## src/rtl/pipo_shift_ctrl.sv

```systemverilog
// Parallel-in/parallel-out shift register with its sequencing controller:
// accept a word and a shift command, step one bit per clock, hand the result on.
module pipo_shift_ctrl #(
    parameter int WIDTH = 4,
    parameter int CNT_W = 3,
    parameter int OPS_W = 8
) (
    input  logic             clk,
    input  logic             rst,
    input  logic             in_valid,
    output logic             in_ready,
    input  logic [WIDTH-1:0] in_data,
    input  logic [CNT_W-1:0] in_amt,
    input  logic             in_dir,
    input  logic             in_rot,
    output logic             out_valid,
    input  logic             out_ready,
    output logic [WIDTH-1:0] out_data,
    output logic             busy,
    output logic [OPS_W-1:0] ops_done,
    output logic [1:0]       o_dbg_state
);

    // Handshakes: a transfer happens on a rising edge where valid and ready are
    // both 1. Ready never depends on valid; the source holds its payload stable
    // while valid=1 and ready=0, and the controller holds out_data while out_valid=1.

    typedef enum logic [1:0] {
        S_IDLE  = 2'd0,
        S_SHIFT = 2'd1,
        S_DONE  = 2'd2
    } state_t;

    localparam logic [CNT_W-1:0] CNT_ONE = CNT_W'(1);
    localparam logic [OPS_W-1:0] OPS_ONE = OPS_W'(1);

    state_t           r_state;
    state_t           w_next_state;
    logic [WIDTH-1:0] r_data;
    logic [CNT_W-1:0] r_cnt;
    logic             r_dir;
    logic             r_rot;
    logic [OPS_W-1:0] r_ops;
    logic             w_fill;
    logic [WIDTH-1:0] w_shifted;

    always_ff @(posedge clk or negedge rst) begin
        if (!rst) begin
            r_state <= S_IDLE;
        end else begin
            r_state <= w_next_state;
        end
    end

    always_comb begin
        w_next_state = r_state;
        case (r_state)
            S_IDLE: begin
                if (in_valid) begin
                    w_next_state = (in_amt == '0) ? S_DONE : S_SHIFT;
                end
            end
            S_SHIFT: begin
                if (r_cnt == CNT_ONE) begin
                    w_next_state = S_DONE;
                end
            end
            S_DONE: begin
                if (out_ready) begin
                    w_next_state = S_IDLE;
                end
            end
            default: w_next_state = S_IDLE;
        endcase
    end

    // Rotate refills the vacated end with the bit that just fell off the other end.
    always_comb begin
        w_fill    = 1'b0;
        w_shifted = r_data;
        if (r_rot) begin
            w_fill = r_dir ? r_data[0] : r_data[WIDTH-1];
        end
        if (r_dir) begin
            w_shifted = {w_fill, r_data[WIDTH-1:1]};
        end else begin
            w_shifted = {r_data[WIDTH-2:0], w_fill};
        end
    end

    always_ff @(posedge clk or negedge rst) begin
        if (!rst) begin
            r_data <= '0;
            r_cnt  <= '0;
            r_dir  <= 1'b0;
            r_rot  <= 1'b0;
            r_ops  <= '0;
        end else begin
            case (r_state)
                S_IDLE: begin
                    if (in_valid) begin
                        r_data <= in_data;
                        r_cnt  <= in_amt;
                        r_dir  <= in_dir;
                        r_rot  <= in_rot;
                    end
                end
                S_SHIFT: begin
                    r_data <= w_shifted;
                    r_cnt  <= r_cnt - CNT_ONE;
                end
                S_DONE: begin
                    if (out_ready) begin
                        r_ops <= r_ops + OPS_ONE;
                    end
                end
                default: ;
            endcase
        end
    end

    assign in_ready    = (r_state == S_IDLE);
    assign out_valid   = (r_state == S_DONE);
    assign busy        = (r_state == S_SHIFT) || (r_state == S_DONE);
    assign out_data    = r_data;
    assign ops_done    = r_ops;
    assign o_dbg_state = r_state;

endmodule
```

## config.mk

```make
export PLATFORM = sky130hd
export DESIGN_NAME = pipo_shift_ctrl
export DESIGN_NICKNAME = d
export VERILOG_FILES = /design/src/rtl/pipo_shift_ctrl.sv
export SDC_FILE = /design/constraint.sdc
export NUM_CORES = 1
export LEC_CHECK = 0
export BUFFER_PORTS_ARGS = -buffer_cell sky130_fd_sc_hd__buf_2
export CAP_MARGIN = 20
export CORE_MARGIN = 1
export CORE_UTILIZATION = 45
export CTS_BUF_LIST = sky130_fd_sc_hd__clkbuf_16
export CTS_CLUSTER_SIZE = 25
export DETAILED_ROUTE_END_ITERATION = 8
export HOLD_SLACK_MARGIN = 0.1
export PLACE_DENSITY = 0.7
export RECOVER_POWER = 50
export SYNTH_ARGS = -nofsm -noshare
export SYNTH_HDL_FRONTEND = slang
export SYNTH_SLANG_ARGS = --single-unit
```

## constraint.sdc

```tcl
create_clock -name clk -period 2 [get_ports clk]
set_clock_uncertainty 0.05 [all_clocks]
set_input_delay 0.1 -clock clk [delete_from_list [all_inputs] [get_ports clk]]
set_output_delay 0.1 -clock clk [all_outputs]
set_load 0.05 [all_outputs]
```

## Yosys cells after proc, flatten, opt, wreduce, memory -nomap -nowiden

Cells that the tools add are included.

| word-level totals | value |
|---|---|
| register bits | 19 |
| input bits | 13 |
| output and inout bits | 17 |

| cells by class | value |
|---|---|
| add/subtract/negate cells | 2 |
| eq/ne operators | 6 |
| mux-type cells | 12 |
| reduce and logical (&&, ||, !) cells | 8 |

Operators by type and width:

| kind | number |
|---|---|
| 8-bit by 1-bit adder with 8-bit output, second input constant | 1 |
| 2-bit two-way mux | 4 |
| 4-bit two-way mux | 2 |
| 4-bit case mux with 2 select lines | 1 |
| 2-bit case mux with 3 select lines | 1 |
| 3-bit case mux with 2 select lines | 1 |
| 2-bit AND reduction | 3 |
| 2-bit != test, second input constant | 2 |
| 3-bit by 1-bit == test with 1-bit output, second input constant | 1 |
| 3-bit logical NOT | 1 |
| 3-bit two-way mux | 1 |
| 3-bit AND reduction | 1 |
| 3-bit by 1-bit subtractor with 3-bit output, second input constant | 1 |
| 2-bit by 1-bit == test with 1-bit output, second input constant | 1 |
| 2-bit == test, second input constant | 1 |
| 2-bit logical NOT | 1 |
| 1-bit two-way mux | 2 |
| 2-bit by 1-bit != test with 1-bit output, second input constant | 1 |
| 2-bit nonzero test | 1 |
| 1-bit logical OR | 1 |

## Depth between registers and ports, before layout

| logic depth | value |
|---|---|
| word-level depth | 4 |
| mapped depth | 6 |
| gate-level depth less buffers | 5 |

## Worst setup path before layout

OpenSTA, ideal clock, no wires.

| timing | value |
|---|---|
| path type | register to register |
| start point | register r_state[0] (netlist: o_dbg_state[0]) |
| end point | register r_cnt[1] |
| arrival | 1.916 ns |
| setup slack | -0.090 ns |
| stages on the path, launching flop included | 6 |
| path buffers | 0 |
| clock period less this slack | 2.090 ns |
| cell sequence | dfrtp_1 > inv_1 > ha_1 > nor2b_4 > nor3_1 > a211o_1 |

| on the way | value |
|---|---|
| word-level cells in the longest chain between the ends | 3 |
| elaborated cells on any way between the ends | 6 |
| those cells by class | eq/ne: 2; mux: 1; reduce/logical: 3 |

RTL lines:

| what | RTL line | RTL |
|---|---|---|
| from (decl) | 37 | `state_t r_state;` |
| from (signal assigned) | 51 | `r_state <= w_next_state;` |
| 2-bit logical NOT * | n/a |  |
| net in_ready | 11 | `output logic in_ready,` |
| 2-bit != test (no source line) / 2-bit nonzero test (equally long branches) | n/a |  |
| 2-bit AND reduction (no source line) | n/a |  |
| to (signal assigned) | 103 | `r_cnt <= in_amt;` |
| to (signal assigned) | 110 | `r_cnt <= r_cnt - CNT_ONE;` |
| to (decl) | 40 | `logic [CNT_W-1:0] r_cnt;` |

Mark *: on every way through the listed nets, which the timed path passes. The rest lies on a longest branch.
A chain may end at the register's enable or synchronous reset.

## Worst setup path in the final report

| timing | value |
|---|---|
| start point | register r_state[1] (netlist: o_dbg_state[1]) |
| end point | register r_cnt[1] |

| on the way | value |
|---|---|
| word-level cells in the longest chain between the ends | 3 |
| elaborated cells on any way between the ends | 6 |
| those cells by class | eq/ne: 2; mux: 1; reduce/logical: 3 |

RTL lines:

| what | RTL line | RTL |
|---|---|---|
| 2-bit by 1-bit == test with 1-bit output / 2-bit logical NOT (equally long branches) | 99 | `case (r_state)` |
| 2-bit nonzero test (no source line) / 2-bit != test (equally long branches) | n/a |  |
| 2-bit AND reduction (no source line) | n/a |  |

Parallel ways exist; a longest one is shown, timed or not.

==> reports/metrics.csv <==
stage,metric,value,unit
grt,largest net degree at the start of global routing,20,
timing,RSZ-0062 raised after global routing,false,
floorplan,Initial Util,0.484,
grt,initial antenna violation count,0,
synthesis,Post-synth EDFFs,0,
finish,Layout Utilization,0.596,
timing,Slew Limit Fails,0,
critical_path,Crit Path Max Fanout,16,
pwr,leakage power,0.619,nW
routing,DRC violations left,0,
synthesis,"area leader, netlist",dfrtp_1,
floorplan,Rows,17,
clock_tree,H-tree depth,1,
finish,area of the multi-input gates,551,sq um
synthesis,Synth top cells by count,"dfrtp_1 (19), inv_1 (7), nand2_1 (7)",
synthesis,yosys warns,0,
routing,via/cell ratio,5.38,
floorplan,die width,51.0,um
worst_hold_path,Hold WC Path Type,primary input to register,
critical_path,crit path kind,register to register,
clock_tree,Max Root-Sink Buffers,2,
clock_tree,clock slew at reported path FFs,50,ps
critical_path,slowest library cell on the worst path,dfrtp_1,
critical_path,Crit. End Element,register,
timing,min Tclk post-route,1670,ps
placement,RD Place Congestion,0.814,
critical_path,critical-path cell list,"inv_1, ha_2, nor2b_4, nor3_1, a211o_1",
grt,grt total ovfl,0,
clock_tree,TritonCTS clock tree,built,
timing,Slew @ Worst Pin,1010,ps
routing,Pre-antenna DRT Iters,4,
synthesis,post-synthesis register bit count,19,
finish,Ant. Diodes,0,
floorplan,I/O pin count,30,
finish,synthesis-to-finish area growth,23.1,%
routing,via count,872,
clock_tree,clock root cell,clkbuf_16,
clock_tree,clock latency on the worst-skew pair,250,ps
clock_tree,Post-CTS Setup Inserts,0,
synthesis,Synth area leaders,"dfrtp_1 (44%), ha_1 (6.9%), xnor2_1 (4.9%)",
timing,fmax,597,MHz
finish,Non-Filler Instances,162,
clock_tree,Inserted Clock Buffers,3,
timing,final setup fails,0,
placement,IO Port Bufs,29,
timing,Slew HR,0.326,
synthesis,Synth cell types,35,
finish,filler instances,208,
synthesis,Post-Synthesis Cell Area,0.00108,sq mm
timing,count of final hold-check violations,0,
synthesis,most numerous cell in the Yosys netlist,dfrtp_1,
placement,placed insts,155,
synthesis,Synth top area share,0.440,
pwr,Peak VDD IR,0.00158,V
clock_tree,CTS Sinks,19,
flow_run,maxcap violations,0,
run_status,outcome,finished clean,
grt,first-pass GRT wire length,3680,um
critical_path,Worst EP required,2080,ps
timing,Total Neg Setup Slack,0,ps
critical_path,CP peak stage delay,400,ps
timing,fin crit share,0.837,
timing,Min Hold Slack,129,ps
synthesis,asr flop ratio synth,1.00,
synthesis,Post-Syn Nets,122,
synthesis,Mapped Cells,103,
pwr,Total Power,2.58,mW
synthesis,sequential-to-total area share from yosys stat,0.440,
floorplan,die area,0.00260,sq mm
placement,DP HPWL,1610,um
grt,Overall Global Routing Usage,0.189,
critical_path,Critical path buffers and inverters,1,
pwr,Pwr Density,1940,mW/mm^2
routing,Routed WL,2160,um
synthesis,"Avg Cell Area, Syn",10.5,sq um
finish,final net count,154,
finish,flip-flop and latch area,475,sq um
routing,post-route ant nets,0,
synthesis,top_reg_cell synth,dfrtp_1,
routing,post-DR wirelength/cell,13.3,um
floorplan,Die Height,51.0,um
floorplan,Placeable Area,0.00223,sq mm
grt,vias in the first global route,817,
finish,share of layout cells above drive strength 1,0.261,
critical_path,Startpoint Class,register,
critical_path,CP Data Arrival Time,1750,ps
critical_path,"CP delay by family, top",flip-flops,
routing,Iter 0 DRT Violations,23,
==> placed cells by master, fill, tap and decap left out, drive strengths merged, types with 3 or more instances in the layout <==
| cell | Yosys | layout |
|---|---|---|
| a21oi | 4 | 4 |
| nand4 | 4 | 4 |
| inv | 7 | 7 |
| dlygate4sd3 | 0 | 3 |
| nand2 | 7 | 7 |
| mux2 | 3 | 3 |
| nand2b | 4 | 4 |
| nand3 | 3 | 3 |
| clkbuf | 0 | 12 |
| buf | 5 | 20 |
| ha | 6 | 6 |
| mux2i | 4 | 4 |
| nor2b | 3 | 3 |
| nor2 | 3 | 3 |
| xnor2 | 6 | 6 |
| dfrtp | 19 | 19 |
==> routing by layer <==
layer	vias to the layer above	part of all wire	global-route usage
met5	-	0	0
met4	0	0.0060	0.0787
met3	2	0.040	0.0208
met2	19	0.47	0.294
met1	418	0.48	0.267
li1	433	-	-
==> per-stage QoR <==
step / instance area, sq um / setup WS (ps)
6_report: 1330 / 326
5_1_grt: 1330 / 220
4_1_cts: 1340 / 332
3_5_place_dp: 1230 / 342
3_3_place_gp: 1230 / 423
2_1_floorplan: 1090 / 75.7
==> logic make-up after synthesis <==
family                   share of synthesized area
multiplexers                                0.0683
AND/OR/NAND/NOR                              0.162
buffers and inverters                       0.0556
flip-flops                                   0.440
adder cells (fa/ha/maj)                     0.0694
AO/OA/AOI/OAI                                0.148
XOR/XNOR                                    0.0567
==> area by class of cell <==
class | instances | share of cell area
clock buffer | 3 | 0.0564
inverter | 7 | 0.0197
clock inverter | 1 | 0.00376
timing repair buffer | 32 | 0.123
tap | 28 | 0.0263
sequential | 19 | 0.357
multi-input combinational | 72 | 0.414
==> power by group <==
| part | leakage, nW | internal (mW) | switching [mW] |
|---|---|---|---|
| logic | 0.344 | 0.482 | 0.964 |
| clock network | 0.0409 | 0.268 | 0.136 |
| registers | 0.234 | 0.548 | 0.183 |
| total | 0.619 | 1.30 | 1.28 |
==> flip-flops by register name, indices dropped and copies added, names as in the netlist <==
name,cells
o_dbg_state,2
ops_done,8
r_dir,1
r_cnt,3
out_data,4
r_rot,1
==> what timing repair did <==
action | in CTS | in global routing
resized for setup | 0 | 0
hold buffers | 3 | 0
hold endpoints to repair | 21 | 0
==> worst register-to-register path: cells and delay by family, from the launching register on <==
family | cells | cell delay, ps
buffers and inverters | 1 | 120
AO/OA/AOI/OAI | 1 | 270
adder cells (fa/ha/maj) | 1 | 370
flip-flops | 1 | 400
AND/OR/NAND/NOR | 2 | 350
==> final timing paths <==
check	start	to	slack [ps]	cells after the start
worst min register to register	ops_done[7]$_DFFE_PN0P_	ops_done[7]$_DFFE_PN0P_	430	1
worst min-delay path	in_data[3]	out_data[3]$_DFFE_PN0P_	130	3
max in group asynchronous	rst	o_dbg_state[1]$_DFFE_PN0P_	800	2
worst max-delay path	o_dbg_state[1]$_DFFE_PN0P_	r_cnt[1]$_DFFE_PN0P_	330	5
min in group asynchronous	rst	out_data[1]$_DFFE_PN0P_	490	2
worst max register to register	o_dbg_state[1]$_DFFE_PN0P_	r_cnt[1]$_DFFE_PN0P_	330	5
(Power assumes the default switching activity.)
